===== config.mk =====
export PLATFORM = sky130hd
export DESIGN_NAME = fft_frame_buffer
export DESIGN_NICKNAME = d
export VERILOG_FILES = /design/src/rtl/fft_pkg.sv /design/src/rtl/fft_dpram.sv /design/src/rtl/fft_frame_buffer.sv
export SDC_FILE = /design/constraint.sdc
export NUM_CORES = 2
export LEC_CHECK = 0
export CAP_MARGIN = 10
export CORE_MARGIN = 1.5
export CORE_UTILIZATION = 51
export DETAILED_ROUTE_END_ITERATION = 8
export PLACE_DENSITY = 0.66
export SKIP_CTS_REPAIR_TIMING = 1
export SLEW_MARGIN = 25
export SYNTH_ARGS = -nofsm -noshare
export SYNTH_HDL_FRONTEND = slang
export SYNTH_SLANG_ARGS = --single-unit

===== constraint.sdc =====
create_clock -name i_clk -period 4.2 [get_ports i_clk]
set_clock_uncertainty 0.2 [all_clocks]
set_input_delay 0.63 -clock i_clk [delete_from_list [all_inputs] [get_ports i_clk]]
set_output_delay 0.63 -clock i_clk [all_outputs]
set_load 0.05 [all_outputs]

===== src/rtl/fft_pkg.sv =====
// Shared constants and helpers for the FFT input framer.
// Build option: BITREV_EN (frames are read out in bit-reversed order).
package fft_pkg;

    localparam int FFT_IW       = 16;
    localparam int FFT_LGN      = 6;
    localparam int FRAME_CNT_W  = 2;
    localparam int BITREV_MAX_W = 16;

    // Reverses the low lgn bits of a; any higher bits of a must be zero.
    function automatic logic [BITREV_MAX_W-1:0] bitrev(
        input logic [BITREV_MAX_W-1:0] a,
        input int                      lgn
    );
        logic [BITREV_MAX_W-1:0] r;
        r = '0;
        for (int i = 0; i < BITREV_MAX_W; i++) begin
            r[BITREV_MAX_W-1-i] = a[i];
        end
        return r >> (BITREV_MAX_W - lgn);
    endfunction

endpackage


===== src/rtl/fft_dpram.sv =====
// Simple dual-port RAM: one write port and one registered read port on a single clock.
// Build option: none.
module fft_dpram #(
    parameter int DW = 16,
    parameter int AW = 7
) (
    input  logic          clk,
    input  logic          we,
    input  logic [AW-1:0] waddr,
    input  logic [DW-1:0] wdata,
    input  logic          re,
    input  logic [AW-1:0] raddr,
    output logic [DW-1:0] rdata
);

    logic [DW-1:0] mem [0:(1<<AW)-1];

    // rdata only updates on re, so a stalled read keeps its value.
    always_ff @(posedge clk) begin
        if (we) begin
            mem[waddr] <= wdata;
        end
        if (re) begin
            rdata <= mem[raddr];
        end
    end

endmodule


===== src/rtl/fft_frame_buffer.sv =====
// Ping-pong framer: collects N=2**LGN samples per bank and replays full frames with o_last.
// Build option: BITREV_EN selects bit-reversed readout order for a DIT core.
module fft_frame_buffer
    import fft_pkg::*;
#(
    parameter int IW  = FFT_IW,
    parameter int LGN = FFT_LGN
) (
    input  logic                   i_clk,
    input  logic                   i_reset,
    input  logic                   i_valid,
    output logic                   o_ready,
    input  logic [IW-1:0]          i_val,
    output logic                   o_valid,
    input  logic                   i_ready,
    output logic [IW-1:0]          o_val,
    output logic                   o_last,
    output logic [FRAME_CNT_W-1:0] o_frames
);

    localparam int             AW        = LGN + 1;
    localparam logic [LGN-1:0] LAST_ADDR = '1;

    logic           wr_bank;
    logic [LGN-1:0] wr_addr;
    logic           rd_bank;
    logic [LGN-1:0] rd_addr;
    logic [AW-1:0]  rd_raddr;
    logic [1:0]     full;
    logic [1:0]     full_nxt;
    logic           wr_fire;
    logic           rd_issue;
    logic           out_free;
    logic           adv_p1;
    logic           vld_p1;
    logic           last_p1;
    logic [IW-1:0]  data_p1;

    assign o_ready  = !full[wr_bank];
    assign wr_fire  = i_valid && o_ready;
    assign out_free = !o_valid || i_ready;
    assign adv_p1   = vld_p1 && out_free;
    // A read may issue if the RAM output slot is empty or moves on this cycle.
    assign rd_issue = full[rd_bank] && (!vld_p1 || out_free);
    assign o_frames = FRAME_CNT_W'(full[0]) + FRAME_CNT_W'(full[1]);

    always_comb begin
        full_nxt = full;
        if (wr_fire && (wr_addr == LAST_ADDR)) begin
            full_nxt[wr_bank] = 1'b1;
        end
        if (rd_issue && (rd_addr == LAST_ADDR)) begin
            full_nxt[rd_bank] = 1'b0;
        end
    end

    always_comb begin
`ifdef BITREV_EN
        rd_raddr = {rd_bank, LGN'(bitrev(BITREV_MAX_W'(rd_addr), LGN))};
`else
        rd_raddr = {rd_bank, rd_addr};
`endif
    end

    always_ff @(posedge i_clk or posedge i_reset) begin
        if (i_reset) begin
            wr_bank <= 1'b0;
            wr_addr <= '0;
            rd_bank <= 1'b0;
            rd_addr <= '0;
            full    <= '0;
        end else begin
            full <= full_nxt;
            if (wr_fire) begin
                wr_addr <= wr_addr + 1'b1;
                if (wr_addr == LAST_ADDR) begin
                    wr_bank <= ~wr_bank;
                end
            end
            if (rd_issue) begin
                rd_addr <= rd_addr + 1'b1;
                if (rd_addr == LAST_ADDR) begin
                    rd_bank <= ~rd_bank;
                end
            end
        end
    end

    fft_dpram #(
        .DW(IW),
        .AW(AW)
    ) u_ram (
        .clk  (i_clk),
        .we   (wr_fire),
        .waddr({wr_bank, wr_addr}),
        .wdata(i_val),
        .re   (rd_issue),
        .raddr(rd_raddr),
        .rdata(data_p1)
    );

    // Stage p1: RAM output valid; o_last follows the emit count, not the RAM address.
    always_ff @(posedge i_clk or posedge i_reset) begin
        if (i_reset) begin
            vld_p1  <= 1'b0;
            last_p1 <= 1'b0;
        end else begin
            if (rd_issue) begin
                vld_p1  <= 1'b1;
                last_p1 <= (rd_addr == LAST_ADDR);
            end else if (adv_p1) begin
                vld_p1  <= 1'b0;
            end
        end
    end

    // Stage p2: output register, held while downstream stalls.
    always_ff @(posedge i_clk or posedge i_reset) begin
        if (i_reset) begin
            o_valid <= 1'b0;
            o_last  <= 1'b0;
            o_val   <= '0;
        end else if (adv_p1) begin
            o_valid <= 1'b1;
            o_last  <= last_p1;
            o_val   <= data_p1;
        end else if (i_ready) begin
            o_valid <= 1'b0;
            o_last  <= 1'b0;
        end
    end

endmodule


# Yosys cells after proc, flatten, opt, wreduce, memory -nomap -nowiden
# Memories as Yosys holds them, arrays and structs flattened. A register that Yosys moved wholly into a read port is not among the register bits.
# Cells that the tools add are included.
dict set report classes {
  bitwise 5
  n_mux 17
  n_addsub 3
  reduce_logical 16
  eq_ne 2
  magnitude_cmp 4
}
# cell n
set op_table {}
lappend op_table {{$mux W1} 13}
lappend op_table {{$add A6 B1 Y6 const B} 2}
lappend op_table {{$eq A6 B6 Y1 const B} 2}
lappend op_table {{$logic_and A1 B1 Y1} 7}
lappend op_table {{$lt A1 B2 Y1 const B} 2}
lappend op_table {{$mux W2} 2}
lappend op_table {{$reduce_and A2 Y1} 2}
lappend op_table {{$reduce_bool A2 Y1} 2}
lappend op_table {{$logic_not A1 Y1} 3}
lappend op_table {{$add A1 B1 Y2} 1}
lappend op_table {{$and A2 B2 Y2} 1}
lappend op_table {{$demux W1 S1} 2}
lappend op_table {{$ge A1 B1 Y1 const B} 2}
lappend op_table {{$logic_or A1 B1 Y1} 2}
lappend op_table {{$not A1 Y1} 2}
lappend op_table {{$not A2 Y2} 1}
lappend op_table {{$or A2 B2 Y2} 1}
dict set report totals {
  inputBits 20
  output_inout_bits 21
  mem_bits_rw 2048
  elab_cells 58
  mem_count 1
  regBits 36
}
# memory depth width rd rd_clocked_by_memory_dff wr line_no
set mem_list {}
lappend mem_list {u_ram.mem 128 16 1 1 1 fft_dpram.sv:16} ;# logic [DW-1:0] mem [0:(1<<AW)-1];

# Depth between registers and ports, before layout
dict set report logic_depth {
  depth_word 8
  ltp_mapped 10
}

# By module
# From an unflattened synthesis, not the netlist that was laid out.
dict set report unflattened {
  hier_cells 3195
  hier_area_um2 80178.1
}
# mod area_per_inst_um2 seq_area_each_um2 cells_per_inst n_inst
set by_module_without_submodules {}
lappend by_module_without_submodules {fft_dpram 78683.0 61979.4 3086 1}
lappend by_module_without_submodules {fft_frame_buffer 1495.2 900.9 109 1}

# Worst setup path after synthesis
# No wires, ideal clock.
dict set report synth_path {
  path_type {flip-flop to flip-flop}
  from {register wr_bank}
  to {memory u_ram.mem[127][0], enable pin}
  path_stages_with_launch 8
  path_buffers 3
  setup_slack_ns 0.346
  t_arrival_ns 3.265
  synth_period_minus_slack_ns 3.854
  required_time_ns 3.611
  path_cell_list {dfrtp_1 > clkbuf_1 > mux2i_1 > and2_1 > clkbuf_1 > nand4_1 > clkbuf_1 > nor2_1}
}
dict set report synth_via {
  elab_chain_len 6
}
# element line_no
set synth_lines {}
lappend synth_lines {{start, declared} fft_frame_buffer.sv:24} ;# logic wr_bank;
lappend synth_lines {{start signal, assigned} fft_frame_buffer.sv:77} ;# wr_bank <= ~wr_bank;
lappend synth_lines {{$mux W1 (implied by the code) (2 in series)} fft_frame_buffer.sv:39} ;# assign o_ready = !full[wr_bank];
lappend synth_lines {{$logic_not A1 Y1} fft_frame_buffer.sv:39}
lappend synth_lines {{named net o_ready} fft_frame_buffer.sv:12} ;# output logic o_ready,
lappend synth_lines {{$logic_and A1 B1 Y1} fft_frame_buffer.sv:40} ;# assign wr_fire = i_valid && o_ready;
lappend synth_lines {{$mux W1} fft_dpram.sv:20} ;# if (we) begin
lappend synth_lines {{$mux W1 (implied by the code)} fft_dpram.sv:21} ;# mem[waddr] <= wdata;
lappend synth_lines {{end, declared} fft_dpram.sv:16}
# The timed path passes the listed nets, and every way through them passes these cells. The select of a mux whose other input is x is not followed.

==> results.txt <==
total global-route track usage - 25.5%
antenna-violating nets left - 0
CTS Sinks - 2100
WL final - 205000 microns
RSZ-0062 raised after global routing - false
fin crit share - 93.0%
Mapped Nets - 3763
antenna violations before repair - 5
clk root buf - clkbuf_16
clock slew at reported path FFs - 0.06 ns
worst hold path class - input port to register
Async S/R FF share, synth - 1.71%
Pre-antenna DRT Iters - 6
Seq/Total Area, Yosys - 77.8%
Final Critical Period - 3.90 ns
pwr dens - 524 nW/um^2
Worst Setup End Kind - register
critical path type - register to register
DIE WIDTH - 401 microns
Die Y - 401 microns
H-Tree Depth - 4
Post-Syn Area per Cell - 21.6 sq um
maximum VDD drop - 0.000488 V
most common cell after layout, fill and taps aside - edfxtp_1
r2r setup slk - 0.30 ns
maxcap violations - 0
final setup fails - 0
worst r2r path cells - 7
area of the core - 157000 sq um
Arr. time, crit path - 4.24 ns
WL per Instance - 32.4 microns
GP Congestion - 0.868
largest net degree at the start of global routing - 100
Synth Instances - 3740
number of synthesized register bits - 2100
ratio of cells with drive above 1 in the final layout - 26.6%
post-DP HPWL - 126000 microns
total gr overflow - 0
Placed Area - 85500 sq um
Core Util, Final - 58.8%
hold_ws - 0.0772 ns
final hold violations - 0
RR Startpoint - rd_addr[1]$_DFFE_PP0P_
Hold Path Stages - 1
slew margin rel. - 26.0%
Pleak - 28.9 nW
Ys Warns - 0
DRT iter0 DRCs - 4788
Req. time, crit path - 4.53 ns
Main synth FF type - edfxtp_1
most frequent cells in the layout - edfxtp_1, mux4_2, buf_4
area delta synth->final - 14.1%
Clk Latency, worst-skew pair - 0.86 ns
Die Area - 161000 sq um
Slew Viols, Final - 0
Max clock buf depth - 3
Min-Delay Endpoint - u_ram.mem[2][12]$_DFFE_PP_
Unique masters post-synth - 65
worst slack, placed - 0.369 ns
final worst slack - 0.296 ns
actual slew at the worst max-slew pin - 1.08 ns
number of enable flip-flop cells after synthesis - 2064
startpoint class of the critical path - register
DR vias - 40200
worst r2r dst - u_ram.rdata[6]$_DFFE_PP_
Crit Path Max Fanout - 42
DRC - 0
vias per cell - 6.36
CTS tree - built
cts bufs inserted - 204
NumNets Final - 4110
first-pass GRT wire length - 292000 microns
status - complete, no violations
Peak Freq - 256 MHz
mapped cell area - 80800 sq um
# port buffers - 40
Rows - 145
Hold Startpoint - i_val[12]
design area - 92200 sq um
number of global-route vias before repair - 39700
IO Pins - 41
Initial Utilization - 51.6%
==> cell families after synthesis <==
logic type | share of synthesized area, %
AOI/OAI and AO/OA | 3.05
xor gates and xnor gates | 0.130
adders and majority gates | 0.0465
buffers and inverters | 1.50
DFF | 77.8
muxes | 15.5
and+or+nand+nor | 2.01
==> final cells by class <==
type	count	area, sq um
multi-input combinational	1422	16800
clock buffer	262	5360
inverter	5	18.8
antenna	2	5.00
clock inverter	120	1340
sequential	2100	62900
timing repair buffer	354	3200
fill	11300	64500
tap	2058	2570
==> layer usage <==
| layer | global-route usage (%) | wire [microns] |
|---|---|---|
| met5 | 0 | 13 |
| met4 | 7.76 | 5950 |
| met3 | 5.49 | 19200 |
| met2 | 39.4 | 96300 |
| met1 | 37.0 | 83400 |
==> where the power goes <==
group	leakage [nW]	internal (mW)	switching [mW]	total, mW
sequential	19.0	23.5	0.321	23.8
combinational	6.64	2.66	3.61	6.28
clock	3.24	10.3	7.90	18.2
total	28.9	36.5	11.8	48.3
==> critical path, stage by stage (launching register included) <==
cell and delay, ns:
dfrtp_4 0.70, buf_12 0.36, buf_4 0.25, mux4_2 0.32, mux2i_1 0.37, o211ai_1 0.27
a2111oi_0 0.99, a31oi_1 0.09
==> how the worst max path moves through the flow <==
| stage | start | end | cells past startpoint | slack [ns] |
|---|---|---|---|---|
| after global placement | rd_addr[0]$_DFFE_PP0P_ | u_ram.rdata[2]$_DFFE_PP_ | 5 | -0.05 |
| after global routing | rd_addr[0]$_DFFE_PP0P_ | u_ram.rdata[6]$_DFFE_PP_ | 6 | 0.20 |
| after CTS | rd_addr[0]$_DFFE_PP0P_ | u_ram.rdata[8]$_DFFE_PP_ | 8 | 0.36 |
| after detailed placement | rd_addr[0]$_DFFE_PP0P_ | u_ram.rdata[8]$_DFFE_PP_ | 8 | 0.37 |
| final | rd_addr[1]$_DFFE_PP0P_ | u_ram.rdata[6]$_DFFE_PP_ | 7 | 0.30 |
| after floorplan | wr_bank$_DFFE_PP0N_ | u_ram.mem[127][0]$_DFFE_PP_ | 7 | 0.35 |
==> per-stage QoR <==
step	total power [mW]	instances	setup TNS (ns)
finish	48.3	6323	0
global route	49.6	6321	0
CTS	48.5	6321	0
detailed placement	30.6	5939	0
global placement	30.5	5939	-0.0532
floorplan	28.2	3740	0
==> registers in the layout (all words and copies together), names as in the netlist, 2 cells and up <==
signal       flops
rd_addr          6
u_ram.rdata     16
full             2
o_val           16
u_ram.mem     2048
wr_addr          6
==> synth_stat cells (28+ instances only) <==
master	n	area, sq um
nor2_1	155	582
edfxtp_1	2064	62000
a22oi_1	63	473
o22ai_1	39	244
o221ai_1	28	245
mux2i_1	248	2480
nand2_1	87	327
dfrtp_1	36	901
a21oi_1	35	175
buf_2	71	355
a221oi_1	33	289
mux4_2	409	9210
buf_4	42	315
clkbuf_1	77	289
mux2_2	62	698
Note: power is estimated with default switching activity, not from simulation.
